===== src/rtl/dmem_arbiter_pkg.sv =====
`default_nettype none
// ============================================================================
// Module   : dmem_arb_pkg
// Brief    : Shared types and constants for the data-memory arbiter.
// Revision : 1.0 - initial release
// ============================================================================
package dmem_arb_pkg;

    typedef enum logic [1:0] {
        IDLE    = 2'd0,
        GNT_CPU = 2'd1,
        GNT_DMA = 2'd2
    } state_t;

    localparam int PORT_CPU = 0;
    localparam int PORT_DMA = 1;

    localparam int DEF_AW = 8;
    localparam int DEF_DW = 16;

endpackage
`default_nettype wire


===== src/rtl/dmem_arbiter_starve_counter.sv =====
`default_nettype none
// ============================================================================
// Module   : starve_counter
// Brief    : Saturating DMA wait counter; hit flags that DMA must win next.
// Revision : 1.0 - initial release
// ============================================================================
module starve_counter #(
    parameter int MAX_WAIT = 4,
    parameter int CW       = 4
) (
    input  logic          Clk,
    input  logic          Reset,
    input  logic          inc,
    input  logic          clr,
    output logic [CW-1:0] count,
    output logic          hit
);

    logic [CW-1:0] r_count;

    always_ff @(posedge Clk) begin
        if (Reset || clr) begin
            r_count <= '0;
        end else if (inc && (r_count < CW'(MAX_WAIT))) begin
            r_count <= r_count + 1'b1;
        end
    end

    assign count = r_count;
    assign hit   = (r_count >= CW'(MAX_WAIT));

endmodule
`default_nettype wire


===== src/rtl/dmem_arbiter.sv =====
`default_nettype none
// ============================================================================
// Module   : dmem_arbiter
// Brief    : Two-port (CPU/DMA) arbiter for the single-port data memory.
// Revision : 1.0 - initial release
// ============================================================================
module dmem_arbiter
    import dmem_arb_pkg::*;
#(
    parameter int AW       = DEF_AW,
    parameter int DW       = DEF_DW,
    parameter int MAX_WAIT = 4
) (
    input  logic          Clk,
    input  logic          Reset,
    input  logic          cpu_req,
    input  logic          cpu_wr,
    input  logic [AW-1:0] cpu_addr,
    input  logic [DW-1:0] cpu_wdata,
    output logic          cpu_gnt,
    output logic          cpu_rvalid,
    input  logic          dma_req,
    input  logic          dma_wr,
    input  logic [AW-1:0] dma_addr,
    input  logic [DW-1:0] dma_wdata,
    output logic          dma_gnt,
    output logic          dma_rvalid,
    output logic [DW-1:0] rdata,
    output logic [AW-1:0] mem_addr,
    output logic          mem_wr,
    output logic [DW-1:0] mem_wdata,
    input  logic [DW-1:0] mem_rdata
);

    state_t        r_state;
    state_t        w_next;
    logic [1:0]    w_elig;
    logic          w_hit;
    logic          w_inc;
    logic          w_clr;
    logic [3:0]    w_unused_wait_cnt;
    logic          r_cpu_rvalid;
    logic          r_dma_rvalid;
    logic          r_mem_wr;
    logic [AW-1:0] r_mem_addr;
    logic [DW-1:0] r_mem_wdata;

    // A port is masked while it is being granted, so a held request is served once.
    always_comb begin
        w_elig           = 2'b00;
        w_elig[PORT_CPU] = cpu_req && (r_state != GNT_CPU);
        w_elig[PORT_DMA] = dma_req && (r_state != GNT_DMA);
        w_next           = IDLE;
        if (w_elig[PORT_DMA] && w_hit) begin
            w_next = GNT_DMA;
        end else if (w_elig[PORT_CPU]) begin
            w_next = GNT_CPU;
        end else if (w_elig[PORT_DMA]) begin
            w_next = GNT_DMA;
        end
    end

    assign w_inc = dma_req && (w_next != GNT_DMA);
    assign w_clr = !dma_req || (w_next == GNT_DMA);

    starve_counter #(
        .MAX_WAIT (MAX_WAIT),
        .CW       (4)
    ) u_starve (
        .Clk   (Clk),
        .Reset (Reset),
        .inc   (w_inc),
        .clr   (w_clr),
        .count (w_unused_wait_cnt),
        .hit   (w_hit)
    );

    always_ff @(posedge Clk) begin
        if (Reset) begin
            r_state      <= IDLE;
            r_cpu_rvalid <= 1'b0;
            r_dma_rvalid <= 1'b0;
            r_mem_wr     <= 1'b0;
            r_mem_addr   <= '0;
            r_mem_wdata  <= '0;
        end else begin
            r_state      <= w_next;
            r_cpu_rvalid <= (r_state == GNT_CPU) && !r_mem_wr;
            r_dma_rvalid <= (r_state == GNT_DMA) && !r_mem_wr;
            case (w_next)
                GNT_CPU: begin
                    r_mem_addr  <= cpu_addr;
                    r_mem_wr    <= cpu_wr;
                    r_mem_wdata <= cpu_wdata;
                end
                GNT_DMA: begin
                    r_mem_addr  <= dma_addr;
                    r_mem_wr    <= dma_wr;
                    r_mem_wdata <= dma_wdata;
                end
                default: begin
                    r_mem_wr    <= 1'b0;
                end
            endcase
        end
    end

    assign cpu_gnt    = (r_state == GNT_CPU);
    assign dma_gnt    = (r_state == GNT_DMA);
    assign cpu_rvalid = r_cpu_rvalid;
    assign dma_rvalid = r_dma_rvalid;
    assign rdata      = mem_rdata;
    assign mem_addr   = r_mem_addr;
    assign mem_wr     = r_mem_wr;
    assign mem_wdata  = r_mem_wdata;

endmodule
`default_nettype wire


===== config.mk =====
export PLATFORM = sky130hd
export DESIGN_NAME = dmem_arbiter
export DESIGN_NICKNAME = d
export VERILOG_FILES = /design/src/rtl/dmem_arbiter_pkg.sv /design/src/rtl/dmem_arbiter_starve_counter.sv /design/src/rtl/dmem_arbiter.sv
export SDC_FILE = /design/constraint.sdc
export NUM_CORES = 1
export LEC_CHECK = 0
export BUFFER_PORTS_ARGS = -buffer_cell sky130_fd_sc_hd__buf_2
export CORE_ASPECT_RATIO = 1.5
export CORE_MARGIN = 3
export CORE_UTILIZATION = 38
export DETAILED_ROUTE_END_ITERATION = 16
export HOLD_SLACK_MARGIN = 0.12
export PLACE_DENSITY_LB_ADDON = 0.08
export SYNTH_ARGS = -nofsm -noshare
export SYNTH_HDL_FRONTEND = slang
export SYNTH_SLANG_ARGS = --single-unit

===== constraint.sdc =====
create_clock -name Clk -period 1.79 [get_ports Clk]
set_input_delay 0.358 -clock Clk [delete_from_list [all_inputs] [get_ports Clk]]
set_output_delay 0.358 -clock Clk [all_outputs]
set_load 0.02 [all_outputs]

==> qor.yml, run 1 <==
fillCellCount: 440
worst_ir_drop_vdd_mv: 0.5101
firstDrtPassIters: 4
clkTransAtPathRegs_ps: 70
clock_sinks: 33
relSlewSlack_pct: 76.20
r2r_slack_ps: 30
crit_type: "reg -> reg"
grt_usage_pct: 16.46
yosys.area.top_type_share_pct: 36.82
first_iter_violations: 24
drc_errors: 0
start_kind: "flip-flop"
critPathArrivalTime_ps: 1910
dp_slack_ps: -140.2
seqCellArea_um2: 664.4
core_um2: 4542
drv_cap: 0
gp_congestion: 0.7184
cts.path.max_buffers: 2
insertion_delay_ps: 280
vias: 1494
port_buffers: 82
netlist_top_cells_count: "33 x dfxtp_1, 25 x nor2b_1, 24 x mux2i_1"
fin_tns_setup_ps: 0
postCtsSetupBuffers: 0
slew_violations: 0
max_freq_ghz: 0.5689
syn-num-nets: 241
h-tree-depth: 2
async_flop_share_pct: 0
syn_area_um2: 1794
rsz0062_at_grt: "true"
endpoint: "mem_wdata[10]$_SDFFE_PP0P_"
crit_chain: "nand2b_4 > a311oi_2 > ha_4 > clkbuf_16 > mux2i_2 > a211oi_2"
die_w_um: 62.11
powerDensity_nw_per_um2: 875.4
synth_cells: 168
cp_slowest_stage_delay_ps: 360
critPathCaptureType: "flip-flop"
multi_input_area_um2: 1013
synth_area_per_cell_um2: 10.68
hold_violations: 0
ys.flop_type: "dfxtp_1"
min_from: "cpu_req"
reg2regPathDepth: 6
leakage_nw: 1.053
start_util_pct: 39.50
routed_via_density: 4.866
layout_min_cycle_time_ps: 1758
worst_path_max_delay_cell: "a311oi_2"
cts_tree: "yes"
dieArea_um2: 5599
ys_types: 30
reg2reg_from: "r_state[1]$_SDFF_PP0_"
nNetsFinal: 315
synth_area_leaders: "dfxtp_1 37%, mux2i_1 13%, a211oi_2 13%, nor2b_1 8.7%, buf_4 7.1%"
layout_worst_path_cycle_share_pct: 98.20
min_path_type: "in -> reg"
die_h_um: 90.16
totalWireLength_um: 4762
reg2reg_to: "mem_wdata[10]$_SDFFE_PP0P_"
root_buffer: "clkbuf_8"
diodes: 0
worstMarginPinSlew_ps: 357.0
synth_edf_count: 0
ys_seq_area_share_pct: 36.82
finClkSkew_ps: 4.924
postRouteAntennaNets: 0
setup_ws_ps: 32.24
routedWlPerCell_um: 15.51
cts-buffers-inserted: 5
holdPathStages: 2
rows: 30
crit_fanout: 5
syn_to_final_growth_pct: 35.63
dp_hpwl_um: 3324
status: "finished, final reports clean"
io_pins: 115
synth_most_common_cell: "dfxtp_1"
setup_violations: 0
grt_overflow: 0
drive_gt1_share_pct: 60.91
grt_pass1_vias: 1559
cp-startpoint: "r_state[1]$_SDFF_PP0_"
cts.hold.buffers_added: 0
grt_max_degree: 25
yosys_warnings: 0
critical_path_required_ps: 1940
antenna_found_initial: 0
synth_area_leader_cell: "dfxtp_1"
grt_pass1_wl_um: 7452
ys_ff_latch: 33
[logic make-up (layout without fill, tap and decap cells)]
kind of cell / Yosys count / after routing / share of synthesized area (%)
AOI/OAI and AO/OA: 37 / 37 / 20.99
adders and majority gates: 3 / 3 / 2.092
buffers and inverters: 33 / 108 / 13.04
DFF: 33 / 33 / 36.82
muxes: 24 / 24 / 13.39
and+or+nand+nor: 38 / 38 / 13.67
[worst max-delay path: cells and delay by family (launching register included)]
kind                       cells  cell delay, ps
and+or+nand+nor                1             150
adders and majority gates      1             270
AOI/OAI and AO/OA              2             450
buffers and inverters          1             180
muxes                          1             240
DFF                            1             330
[report_power, final]
| group | total (W) | internal (W) | switching, W |
|---|---|---|---|
| combinational | 0.000720 | 0.000330 | 0.000389 |
| sequential | 0.000873 | 0.000824 | 0.0000485 |
| clock | 0.000538 | 0.000269 | 0.000269 |
[repair_timing]
action,4_1_cts,5_1_grt
resized for setup,9,20
endpoints found under the setup margin,28,28
pin swaps,1,4
gates cloned,0,3
[per-stage QoR]
| step | util [%] | std cells | hold WS (ps) | instance area (µm²) | power, W |
|---|---|---|---|---|---|
| after global routing | 53.58 | 307 | 387.2 | 2434 | 0.002252 |
| final | 53.58 | 307 | 366.2 | 2434 | 0.002130 |
| after detailed placement | 47.74 | 296 | 446.9 | 2168 | 0.001539 |
| after floorplan | - | 168 | 460.9 | 1813 | 0.001388 |
| after CTS | 50.11 | 304 | 346.3 | 2276 | 0.002093 |
| after global placement | 47.74 | 296 | 436.9 | 2168 | 0.001515 |
[metal layers]
layer | up-vias | track usage [%] | share of wire (%)
li1 | 733 | - | -
met1 | 678 | 17.94 | 39
met2 | 73 | 28.06 | 52
met3 | 10 | 7.125 | 8.3
met4 | 0 | 6.089 | 1.3
met5 | - | 0 | 0
[registers in the layout, indices dropped and copies added, names as in the netlist]
| signal | flops |
|---|---|
| cpu_rvalid | 1 |
| dma_rvalid | 1 |
| mem_addr | 8 |
| mem_wdata | 16 |
| mem_wr | 1 |
| r_state | 2 |
| u_starve.count | 4 |
[layout by cell type, fill, tap and decap left out, types with 3 or more instances in the layout]
master	instances
a211oi_1	5
a211oi_2	19
a21oi_2	3
buf_2	82
buf_4	6
clkbuf_8	5
dfxtp_1	30
dfxtp_2	3
inv_1	5
mux2i_1	17
mux2i_2	5
nor2b_1	21
nor2b_2	4
[worst min-delay path by stage]
stage,slack [ps],endpoint
after floorplan,460,u_starve.count[3]$_SDFFE_PP0P_
after global placement,440,cpu_rvalid$_SDFF_PP0_
after detailed placement,450,dma_rvalid$_SDFF_PP0_
after CTS,350,r_state[1]$_SDFF_PP0_
after global routing,390,r_state[1]$_SDFF_PP0_
final,370,r_state[1]$_SDFF_PP0_
[area by class of cell]
class,count,share of cell area [%]
clock buffer,6,2.982
tap,64,3.290
inverter,6,1.028
clock inverter,2,0.4113
timing repair buffer,94,23.34
sequential,33,27.30
multi-input combinational,102,41.65
Note: power is estimated with default switching activity, not from simulation.
==> inputs of run 2 (changes only) <==
--- a/config.mk
+++ b/config.mk
@@ -6,12 +6,16 @@
 export NUM_CORES = 1
 export LEC_CHECK = 0
 export BUFFER_PORTS_ARGS = -buffer_cell sky130_fd_sc_hd__buf_2
+export CELL_PAD_IN_SITES_DETAIL_PLACEMENT = 0
+export CELL_PAD_IN_SITES_GLOBAL_PLACEMENT = 1
 export CORE_ASPECT_RATIO = 1.5
 export CORE_MARGIN = 3
-export CORE_UTILIZATION = 38
+export CORE_UTILIZATION = 27
 export DETAILED_ROUTE_END_ITERATION = 16
+export GPL_TIMING_DRIVEN = 0
 export HOLD_SLACK_MARGIN = 0.12
 export PLACE_DENSITY_LB_ADDON = 0.08
+export REMOVE_ABC_BUFFERS = 1
 export SYNTH_ARGS = -nofsm -noshare
 export SYNTH_HDL_FRONTEND = slang
 export SYNTH_SLANG_ARGS = --single-unit
==> run 2 against run 1 <==
Highest routed layer unchanged. Power rose by 4.6%. Critical path type unchanged. Combinational power rose by 2%. Wire length rose by 12%.
==> qor.yml, run 2 (synthesis results as in run 1) <==
critical_path_required_ps: 1920  # -20 ps
die_h_um: 105.8  # +17%
nNetsFinal: 311  # -1.3%
reg2regPathDepth: 6  # unchanged
clkPwrFrac_pct: 28.0  # +2.7 points
rsz0062_at_grt: "true"
totalWireLength_um: 5343  # +12%
diodes: 0  # unchanged
root_buffer: "clkbuf_8"
grt_max_degree: 32  # +28%
leakage_nw: 1.041  # -1.1%
min_path_type: "in -> reg"
start_util_pct: 28.45  # -11 points
dp_hpwl_um: 3493  # +5.1%
drc_errors: 0  # unchanged
mostFrequentLayoutCells: "82 x buf_2, 29 x dfxtp_1, 23 x a211oi_2"
finClkSkew_ps: 4.639  # -0.2850 ps
min_from: "dma_req"
grt_pass1_vias: 1548  # -0.71%
first_iter_violations: 30  # +25%
relSlewSlack_pct: 43.79  # -32 points
dieArea_um2: 7680  # +37%
io_pins: 115  # unchanged
p_seq_share_pct: 39.1  # -1.9 points
postRouteAntennaNets: 0  # unchanged
cts_tree: "yes"
switchingPower_w: 0.0007261  # +2.8%
syn_to_final_growth_pct: 35.36
h-tree-depth: 2  # unchanged
grt_overflow: 0  # unchanged
grt_pass1_wl_um: 7893  # +5.9%
final_core_util_pct: 38.51  # -15 points
worst_ir_drop_vdd_mv: 0.3209  # -37%
critPathArrivalTime_ps: 1870  # -40 ps
final_common_cell: "buf_2"
max_freq_ghz: 0.5760  # +1.2%
r2r_slack_ps: 50  # +20 ps
min_to: "r_state[1]$_SDFF_PP0_"
layout_worst_path_cycle_share_pct: 96.99  # -1.2 points
setup_violations: 0  # unchanged
clock_sinks: 33  # unchanged
p_comb_share_pct: 32.9  # -0.9 points
p_int_w: 0.001502  # +5.5%
clkTransAtPathRegs_ps: 70  # about the same
grt_usage_pct: 13.35  # -3.1 points
cts.path.max_buffers: 2  # unchanged
gp_congestion: 0.7169  # -0.21%
slew_violations: 0  # unchanged
firstDrtPassIters: 4  # unchanged
whs_ps: 356.2  # -10.05 ps
powerDensity_nw_per_um2: 917.3  # +4.8%
crit_type: "reg -> reg"
insertion_delay_ps: 280  # about the same
holdPathStages: 3  # +1
core_um2: 6306  # +39%
rows: 35  # +17%
crit_fanout: 13  # +8
hold_violations: 0  # unchanged
critPathCaptureType: "flip-flop"
antenna_found_initial: 0  # unchanged
die_w_um: 72.56  # +17%
status: "finished, final reports clean"
start_kind: "flip-flop"
layout_min_cycle_time_ps: 1736  # -21.58 ps
vias: 1494  # unchanged
drv_cap: 0  # unchanged
cts-buffers-inserted: 5  # unchanged
port_buffers: 82  # unchanged
routed_via_density: 4.773  # -1.9%
drive_gt1_share_pct: 65.69  # +4.8 points
routedWlPerCell_um: 17.07  # +10%
largest_register_ffs: 16  # unchanged
sw_frac_of_total_pct: 32.59  # -0.57 points
reg2reg_from: "r_state[1]$_SDFF_PP0_"
worstMarginPinSlew_ps: 843.1  # +486.1 ps
reg2reg_to: "mem_wdata[10]$_SDFFE_PP0P_"
## run 2: cell types whose count changed in the layout (fill, tap and decap cells not counted), sizes merged
cell / change
buf: -2
clkbuf: -1
clkinv: -1
## run 2: layer usage
| layer | wire (µm) | global-route usage (%) | vias to the layer above |
|---|---|---|---|
| met3 | 544 | 5.916 | 5 |
| li1 | - | - | 717 |
| met1 | 2052 | 15.21 | 697 |
| met2 | 2688 | 22.09 | 75 |
| met5 | 0 | 0 | - |
| met4 | 58 | 3.958 | 0 |
## run 2: area by class of cell
| type | count | area [µm²] |
|---|---|---|
| Fill cell | 670 | 3877 |
| Tap cell | 74 | 92.59 |
| Clock inverter | 1 | 5.005 |
| Timing Repair Buffer | 90 | 498.0 |
| Clock buffer | 7 | 96.34 |
| Sequential cell | 33 | 673.1 |
| Inverter | 6 | 27.53 |
| Multi-Input combinational cell | 102 | 1036 |
## run 2: worst max path at each step
stage                               start                          to  slack (ps)  depth (start not counted)
finish              r_state[1]$_SDFF_PP0_  mem_wdata[10]$_SDFFE_PP0P_          50                          6
CTS                 r_state[1]$_SDFF_PP0_    mem_addr[1]$_SDFFE_PP0P_          10                          6
global placement    r_state[1]$_SDFF_PP0_    mem_addr[2]$_SDFFE_PP0P_        -930                          5
floorplan           r_state[1]$_SDFF_PP0_    mem_addr[0]$_SDFFE_PP0P_        -500                          5
detailed placement  r_state[1]$_SDFF_PP0_   mem_wdata[8]$_SDFFE_PP0P_        -970                          5
global route        r_state[1]$_SDFF_PP0_  mem_wdata[10]$_SDFFE_PP0P_         -30                          6
## run 2: per-stage QoR
| step | TNS, ps | std cells | total power (W) | instance area, µm² | setup slack [ps] |
|---|---|---|---|---|---|
| final | 0 | 313 | 0.002228 | 2429 | 53.82 |
| after global routing | -162.9 | 313 | 0.002350 | 2429 | -26.88 |
| after CTS | 0 | 311 | 0.002211 | 2306 | 9.777 |
| after detailed placement | -23720 | 297 | 0.001515 | 2088 | -967.5 |
| after global placement | -25560 | 297 | 0.001497 | 2086 | -933.0 |
| after floorplan | -14150 | 141 | 0.001283 | 1583 | -503.5 |
## run 2: worst max-delay path, cell delays in order (launching register included)
cell and delay (ps):
dfxtp_2 340, nand2b_4 180, a311o_1 330, ha_4 360
buf_8 160, nor2b_1 170, a211oi_2 60
## run 2: what timing repair did
item                                    4_1_cts  5_1_grt
gates resized for setup                      13       32
gates cloned                                  0        0
buffers inserted                              6        2
hold buffers                                  0        0
pin swaps                                     4        7
endpoints found under the setup margin       29       28
## run 2: power groups by stage
stage	Clock [W]	Combinational (W)	Sequential, W
6_report	0.000623	0.000733	0.000872
3_3_place_gp	0	0.000620	0.000877
5_1_grt	0.000674	0.000794	0.000882
2_1_floorplan	0	0.000300	0.000983
3_5_place_dp	0	0.000632	0.000883
4_1_cts	0.000646	0.000698	0.000868
